<file path="config.mk">
export PLATFORM = sky130hd
export DESIGN_NAME = rackbus_align_ctrl
export DESIGN_NICKNAME = d
export VERILOG_FILES = /design/src/rtl/rackbus_align_ctrl.sv
export SDC_FILE = /design/constraint.sdc
export NUM_CORES = 1
export LEC_CHECK = 0
export ABC_AREA = 1
export CAP_MARGIN = 20
export CORE_MARGIN = 3
export CORE_UTILIZATION = 52
export CTS_BUF_LIST = sky130_fd_sc_hd__clkbuf_16
export DETAILED_ROUTE_END_ITERATION = 16
export GPL_TIMING_DRIVEN = 0
export PLACE_DENSITY = 0.84
export REMOVE_ABC_BUFFERS = 1
export SLEW_MARGIN = 5
export SYNTH_ARGS = -nofsm -noshare
export SYNTH_HDL_FRONTEND = slang
export SYNTH_SLANG_ARGS = --single-unit
</file>
<file path="constraint.sdc">
create_clock -name clk -period 4.2 [get_ports clk]
set_input_delay 0.42 -clock clk [delete_from_list [all_inputs] [get_ports clk]]
set_output_delay 0.42 -clock clk [all_outputs]
set_load 0.005 [all_outputs]
</file>
<file path="src/rtl/rackbus_align_ctrl.sv">
// rackbus_align_ctrl: ISERDES word-alignment trainer for the rack backplane link.
// On request it pulses the SERDES reset, lets the link settle, then hunts for
// PATTERN by issuing bitslips until MATCH_COUNT consecutive words match (lock)
// or MAX_SLIP slips have been exhausted (fail).
// Optional build macro RACKBUS_ALIGN_ERRCNT_EN adds a saturating counter of bad
// words observed while locked; without it err_count_o is tied to zero.
module rackbus_align_ctrl #(
  parameter logic [5:0] PATTERN       = 6'b011001,
  parameter int         RESET_CYCLES  = 8,
  parameter int         SETTLE_CYCLES = 16,
  parameter int         SLIP_WAIT     = 4,
  parameter int         MATCH_COUNT   = 64,
  parameter int         MAX_SLIP      = 5
) (
  input  logic        clk,
  input  logic        rst,
  input  logic        start_i,
  input  logic [5:0]  dat_i,
  input  logic        check_i,
  output logic        io_reset_o,
  output logic        bitslip_o,
  output logic        busy_o,
  output logic        locked_o,
  output logic        fail_o,
  output logic [2:0]  slip_count_o,
  output logic [15:0] err_count_o
);

  localparam int TMAX12 = (RESET_CYCLES > SETTLE_CYCLES) ? RESET_CYCLES : SETTLE_CYCLES;
  localparam int TMAX   = (TMAX12 > SLIP_WAIT) ? TMAX12 : SLIP_WAIT;
  localparam int TW     = $clog2(TMAX + 1);
  localparam int MW     = $clog2(MATCH_COUNT + 1);

  localparam logic [TW-1:0] RST_LOAD    = TW'(RESET_CYCLES - 1);
  localparam logic [TW-1:0] SETTLE_LOAD = TW'(SETTLE_CYCLES - 1);
  localparam logic [TW-1:0] WAIT_LOAD   = TW'(SLIP_WAIT - 1);
  localparam logic [MW-1:0] MATCH_LAST  = MW'(MATCH_COUNT - 1);
  localparam logic [2:0]    SLIP_LIMIT  = 3'(MAX_SLIP);

  typedef enum logic [2:0] {
    IDLE, IORST, SETTLE, CHECK, SLIP, SLIPWAIT, LOCKED, FAIL
  } state_t;

  state_t          state;
  state_t          next_state;
  logic [TW-1:0]   timer;
  logic [MW-1:0]   match_count;
  logic [2:0]      slip_count;
  logic            io_reset_q;
  logic            word_match;
  logic            start_accept;

  assign word_match   = (dat_i == PATTERN);
  assign start_accept = start_i && ((state == IDLE) || (state == LOCKED) || (state == FAIL));

  // State register; reset always returns to IDLE regardless of start_i.
  always_ff @(posedge clk) begin
    if (rst) state <= IDLE;
    else     state <= next_state;
  end

  // Next-state decision: timed phases run off the shared timer, CHECK decides slip/lock/fail.
  always_comb begin
    next_state = state;
    case (state)
      IDLE, LOCKED, FAIL: if (start_i) next_state = IORST;
      IORST:              if (timer == '0) next_state = SETTLE;
      SETTLE:             if (timer == '0) next_state = CHECK;
      CHECK: begin
        if (!word_match)                next_state = (slip_count == SLIP_LIMIT) ? FAIL : SLIP;
        else if (match_count == MATCH_LAST) next_state = LOCKED;
      end
      SLIP:               next_state = SLIPWAIT;
      SLIPWAIT:           if (timer == '0) next_state = CHECK;
      default:            next_state = IDLE;
    endcase
  end

  // Shared down-counter reloads whenever a timed state is entered, then counts to zero.
  always_ff @(posedge clk) begin
    if (rst) begin
      timer <= '0;
    end else if (next_state != state) begin
      case (next_state)
        IORST:    timer <= RST_LOAD;
        SETTLE:   timer <= SETTLE_LOAD;
        SLIPWAIT: timer <= WAIT_LOAD;
        default:  timer <= '0;
      endcase
    end else if (timer != '0) begin
      timer <= timer - TW'(1);
    end
  end

  // Consecutive-match counter: any mismatch or a new slip attempt starts the run over.
  always_ff @(posedge clk) begin
    if (rst || start_accept || (state == SLIPWAIT)) begin
      match_count <= '0;
    end else if (state == CHECK) begin
      if (word_match) match_count <= match_count + MW'(1);
      else            match_count <= '0;
    end
  end

  // Slip counter advances on the CHECK->SLIP decision and holds in LOCKED/FAIL.
  always_ff @(posedge clk) begin
    if (rst || start_accept) begin
      slip_count <= '0;
    end else if ((state == CHECK) && (next_state == SLIP) && (slip_count < SLIP_LIMIT)) begin
      slip_count <= slip_count + 3'd1;
    end
  end

  // SERDES reset is a flop so it leaves the block glitch-free.
  always_ff @(posedge clk) begin
    if (rst) io_reset_q <= 1'b0;
    else     io_reset_q <= (next_state == IORST);
  end

`ifdef RACKBUS_ALIGN_ERRCNT_EN
  logic [15:0] err_count;

  // Saturating count of bad words while locked and the far end claims to send PATTERN.
  always_ff @(posedge clk) begin
    if (rst || start_accept) begin
      err_count <= '0;
    end else if ((state == LOCKED) && check_i && !word_match && (err_count != 16'hFFFF)) begin
      err_count <= err_count + 16'd1;
    end
  end

  assign err_count_o = err_count;
`else
  logic unused_check;
  assign unused_check = check_i;
  assign err_count_o  = '0;
`endif

  assign io_reset_o   = io_reset_q;
  assign bitslip_o    = (state == SLIP);
  assign busy_o       = !((state == IDLE) || (state == LOCKED) || (state == FAIL));
  assign locked_o     = (state == LOCKED);
  assign fail_o       = (state == FAIL);
  assign slip_count_o = slip_count;

endmodule
</file>
Word-level counts from Yosys, hierarchy flattened

Cells that the tools add are included.

Add/sub/neg operators: 3
Magnitude comparators: 1
Equal/unequal tests: 15
Muxes and demuxes: 11
Reduce and logical (&&, ||, !) cells: 14

Operators by type and width:

| operator              | count |
|---|---|
| $eq A3 B3 Y1 const B  | 7 |
| $mux W3               | 5 |
| $pmux W3 S5           | 1 |
| $pmux W4 S3           | 1 |
| $mux W5               | 2 |
| $eq A3 B2 Y1 const B  | 3 |
| $add A7 B1 Y7 const B | 1 |
| $eq A7 B6 Y1 const B  | 1 |
| $mux W7               | 1 |
| $eq A3 B1 Y1 const B  | 2 |
| $eq A6 B5 Y1 const B  | 1 |
| $logic_not A5 Y1      | 1 |
| $reduce_bool A5 Y1    | 1 |
| $sub A5 B1 Y5 const B | 1 |
| $logic_or A1 B1 Y1    | 4 |
| $add A3 B1 Y3 const B | 1 |
| $logic_and A1 B1 Y1   | 3 |
| $logic_not A3 Y1      | 1 |
| $lt A3 B3 Y1 const B  | 1 |
| $ne A3 B3 Y1          | 1 |
| $reduce_or A3 Y1      | 1 |
| $mux W2               | 1 |
| $reduce_bool A2 Y1    | 1 |
| $reduce_or A2 Y1      | 1 |
| $logic_not A1 Y1      | 1 |

Flip-flop bits (word level): 19
Bits of input ports: 10
Word-level logic and storage cells: 49

Longest topological paths before layout

Word-level depth: 7
Depth in mapped cells: 16

Least setup slack after synthesis

Ideal clock, no wire load.

Path kind: flip-flop to flip-flop
Start: register timer[0]
End: register timer[1]
Arrival: 1.503 ns
Data required time: 4.090 ns
Path slack: 2.587 ns
Cell stages (with the launch flop): 15
Buffers on the path: 0
Path through: dfxtp_1 > inv_1 > ha_1 > nand3_4 > nor2_1 > nor2_2 > nand2_4 > nand2_4 > nand2_2 > nand2_4 > nand2_4 > nand2_2 > nand2_1 > nor2_2 > nor2_2

Longest elaborated chain between the ends: 6

Ends and longest elaborated chain:

| item                                 | line       | source |
|---|---|---|
| from (decl)                          | 46         | `logic [TW-1:0] timer;` |
| from (signal assigned)               | 91         | `timer <= timer - TW'(1);` |
| $logic_not A5 Y1                     | 67, 68, 74 |  |
| $mux W3, on equally long branches    | 68, 74, 67 |  |
| $pmux W3 S5                          | 65         | `case (state)` |
| $eq A3 B3 Y1 (tied with other cells) | 84         | `case (next_state)` |
| $pmux W4 S3                          | 84         |  |
| $mux W5                              | 83         | `end else if (next_state != state) begin` |

Parallel ways exist; a longest one is shown, timed or not. The select of a mux whose other input is x is not followed.
A chain may end at the register's enable or synchronous reset.

Worst setup path in the final report

Start: register state[0]
End: output port busy_o

Longest elaborated chain between the ends: 4

Ends and longest elaborated chain:

| item                                                    | line | source |
|---|---|---|
| from (decl)                                             | 44   | `state_t state;` |
| from (signal assigned)                                  | 59   | `else state <= next_state;` |
| $eq A3 B3 Y1 / $logic_not A3 Y1 (equally long branches) | 141  | `assign busy_o = !((state == IDLE) \|\| (state == LOCKED) \|\| (state == FAIL));` |
| $logic_or A1 B1 Y1                                      | 141  |  |
| $logic_or A1 B1 Y1 *                                    | 141  |  |
| $logic_not A1 Y1 *                                      | 141  |  |
| to (decl)                                               | 22   | `output logic busy_o,` |

Every way passes the cells marked *; elsewhere a longest branch is shown, timed or not.

==> out/summary.txt <==
Initial DRC count -> 19
Met1 Use GR -> 19.5%
Inserted Clock Buffers -> 3
Status -> completed
Routed Wire Length -> 2.51 mm
Core area -> 2340 µm²
IO Count -> 34
Maximum vdd drop -> 0.561 mV
Post-Place Setup Slack -> 1.98 ns
Final hold vios -> 0
Gate Count Post-Synth -> 189
CP Capture Type -> output pin
Site row count -> 17
PwrDens -> 619 nW/µm²
RSZ-0062 raised after global routing -> false
Vias in the first global route -> 1,047
Buffer type at the clock tree root -> clkbuf_16
Maxcap violations -> 0
Die Y -> 57.1 µm
Footprint of the flip-flops and latches -> 380 µm²
Drt drc -> 0
Crit path required time -> 3.78 ns
Final setup viols -> 0
Crit start category -> register
Met2 GRT Util -> 28.2%
Commonest cells after routing, fill and taps aside -> nor2_1 (28), nand2_1 (25), inv_1 (24), dfxtp_1 (19)
Post-cts resize count -> 0
First-pass GRT wire length -> 4.33 mm
Vias per inst -> 4.84
Routability Congestion -> 0.836
Min cycle time layout -> 2.13 ns
LEAKAGE -> 0.000718 µW
Worst-Margin Slew -> 0.614 ns
Worst Skew -> 0.00144 ns
Critical path fanouts, max -> 8
Longest Clk Path Bufs -> 2
Final period utilization -> 50.8%
Port bufs -> 16
All-Layer GR Usage -> 16.3%
Area of the multi-input gates -> 803 µm²
Worst-path clk slew -> 0.05 ns
Die width -> 57.1 µm
TritonRoute pass-1 iters -> 4
DR vias -> 1,138
Fillers -> 205
Clock net sink count -> 19
Fin. max-slew vios -> 0
Yosys cell types -> 29
P&R area growth vs syn -> 14.6%
Reg2reg end -> timer[1]
Worst hold path class -> register to register
Antenna-violating nets left -> 0
Die area -> 3260 µm²
Commonest non-fill, non-tap cell in the layout -> nor2_1
GRT Max-Usage Layer -> met2
Syn_area_per_cell -> 7.20 µm²
Count of warnings emitted by yosys -> 0
Critical Path AT -> 1.71 ns
Initial Utilization -> 58.1%
CP Class -> register to output pin
CTS tree -> done
Slew margin rel. -> 58.6%
Reg-to-reg critical path startpoint -> state[0]
Critical Path Start -> state[0]
Fmax -> 469 MHz
TNS Setup -> 0 ns
Post-route setup slack -> 2.07 ns
Total grt overflow -> 0
Largest net degree at the start of global routing -> 11
R2R depth -> 13
Inst Count DP -> 231
Worst-skew pair later-pin latency -> 0.25 ns
Wirelength per Cell -> 10.7 µm
Layout Nets -> 223
Met3 Track Usage GR -> 4.07%
Seq/Total Area, Yosys -> 28.0%
Layout cells sized above 1 -> 17.4%
Reg-to-reg slack, setup -> 2.30 ns
Worst Setup EP -> busy_o
Hold-fix buffers, CTS -> 0
Final Non-Filler Cells -> 235
Maximum level of the CTS H-tree -> 1
Mapped Area -> 1360 µm²
Seq cells post-synth -> 19
Antenna cells -> 0
Setup Fix Bufs, Post-CTS -> 0
Placed wire-length estimate -> 1.88 mm
Initial antenna violation count -> 0
## area by class of cell
cell class | instances | area share (%)
inverters | 27 | 6.50
clock inverters | 1 | 0.241
multi-input cells | 141 | 51.5
repair buffers | 16 | 10.3
flip-flops and latches | 19 | 24.4
well taps | 28 | 2.25
clock buffers | 3 | 4.82
## per-layer routing
| layer | part of all wire (%) | vias up |
|---|---|---|
| li1 | - | 591 |
| met1 | 46 | 517 |
| met2 | 48 | 26 |
| met3 | 4.3 | 4 |
| met4 | 1.3 | 0 |
| met5 | 0 | - |
## Yosys cell counts
master    count  area [µm²]
o21ai_0       2        10.0
dfxtp_1      19         380
nand3_2       2        20.0
nand2_4       5        56.3
inv_2         4        15.0
conb_1        1        3.75
inv_1        23        86.3
a31oi_2       1        12.5
nand2_2       8        50.1
a21oi_1       8        40.0
nor4_2        1        12.5
nor2_1       28         105
nor2_4        1        11.3
nor3b_2       1        12.5
nand3_4       1        17.5
nand2_1      25        93.8
nand3_1      12        60.1
nand3b_1      1        7.51
or2_2         1        6.26
nor3_1        3        15.0
xor2_1        8        70.1
buf_4        16         120
o21ai_1       2        10.0
a21oi_2       2        17.5
ha_1          5        62.6
nor2_2        6        37.5
buf_6         1        11.3
xnor2_1       1        8.76
nand4_1       1        6.26
## report_power, final
part	leakage [µW]	internal (µW)	total (µW)	switching [µW]
sequential	0.000155	213	248	34.7
clock	0.0000423	127	193	66.8
combinational	0.000521	194	524	330
total	0.000718	534	965	432
## state kept, by name, indices dropped and copies added (netlist names)
signal        cells
match_count       7
io_reset_o        1
slip_count_o      3
state             3
timer             5
## cell families after synthesis
family | synth area share [%]
simple gates | 37.6
buf+inv | 17.1
flops | 28.0
compound gates | 6.62
xor+xnor | 5.80
fa+ha+maj | 4.60
other cells | 0.276
## worst min path at each step
stage	from	end	slack (ns)	cells after the start
after global routing	match_count[1]	match_count[1]	0.50	2
after floorplan	match_count[1]	match_count[1]	0.45	2
after global placement	match_count[1]	match_count[1]	0.47	2
after CTS	match_count[1]	match_count[1]	0.48	2
after detailed placement	match_count[1]	match_count[1]	0.47	2
final	match_count[1]	match_count[1]	0.48	2
## metrics by stage
step / total power [µW] / util [%] / area [µm²] / hold WS, ns
after floorplan: 657 / - / 1280 / 0.455
after global placement: 748 / 63.3 / 1480 / 0.470
after detailed placement: 756 / 63.3 / 1480 / 0.473
after CTS: 965 / 66.6 / 1560 / 0.483
after global routing: 1040 / 66.6 / 1560 / 0.499
final: 965 / 66.6 / 1560 / 0.483
## worst max-delay path: stages, from the launching register on
cell and delay, ns:
dfxtp_1 0.55, inv_2 0.11, nand2_1 0.11, o21ai_1 0.12, inv_1 0.08, clkdlybuf4s50_1 0.49
Note: power is estimated with default switching activity, not from simulation.
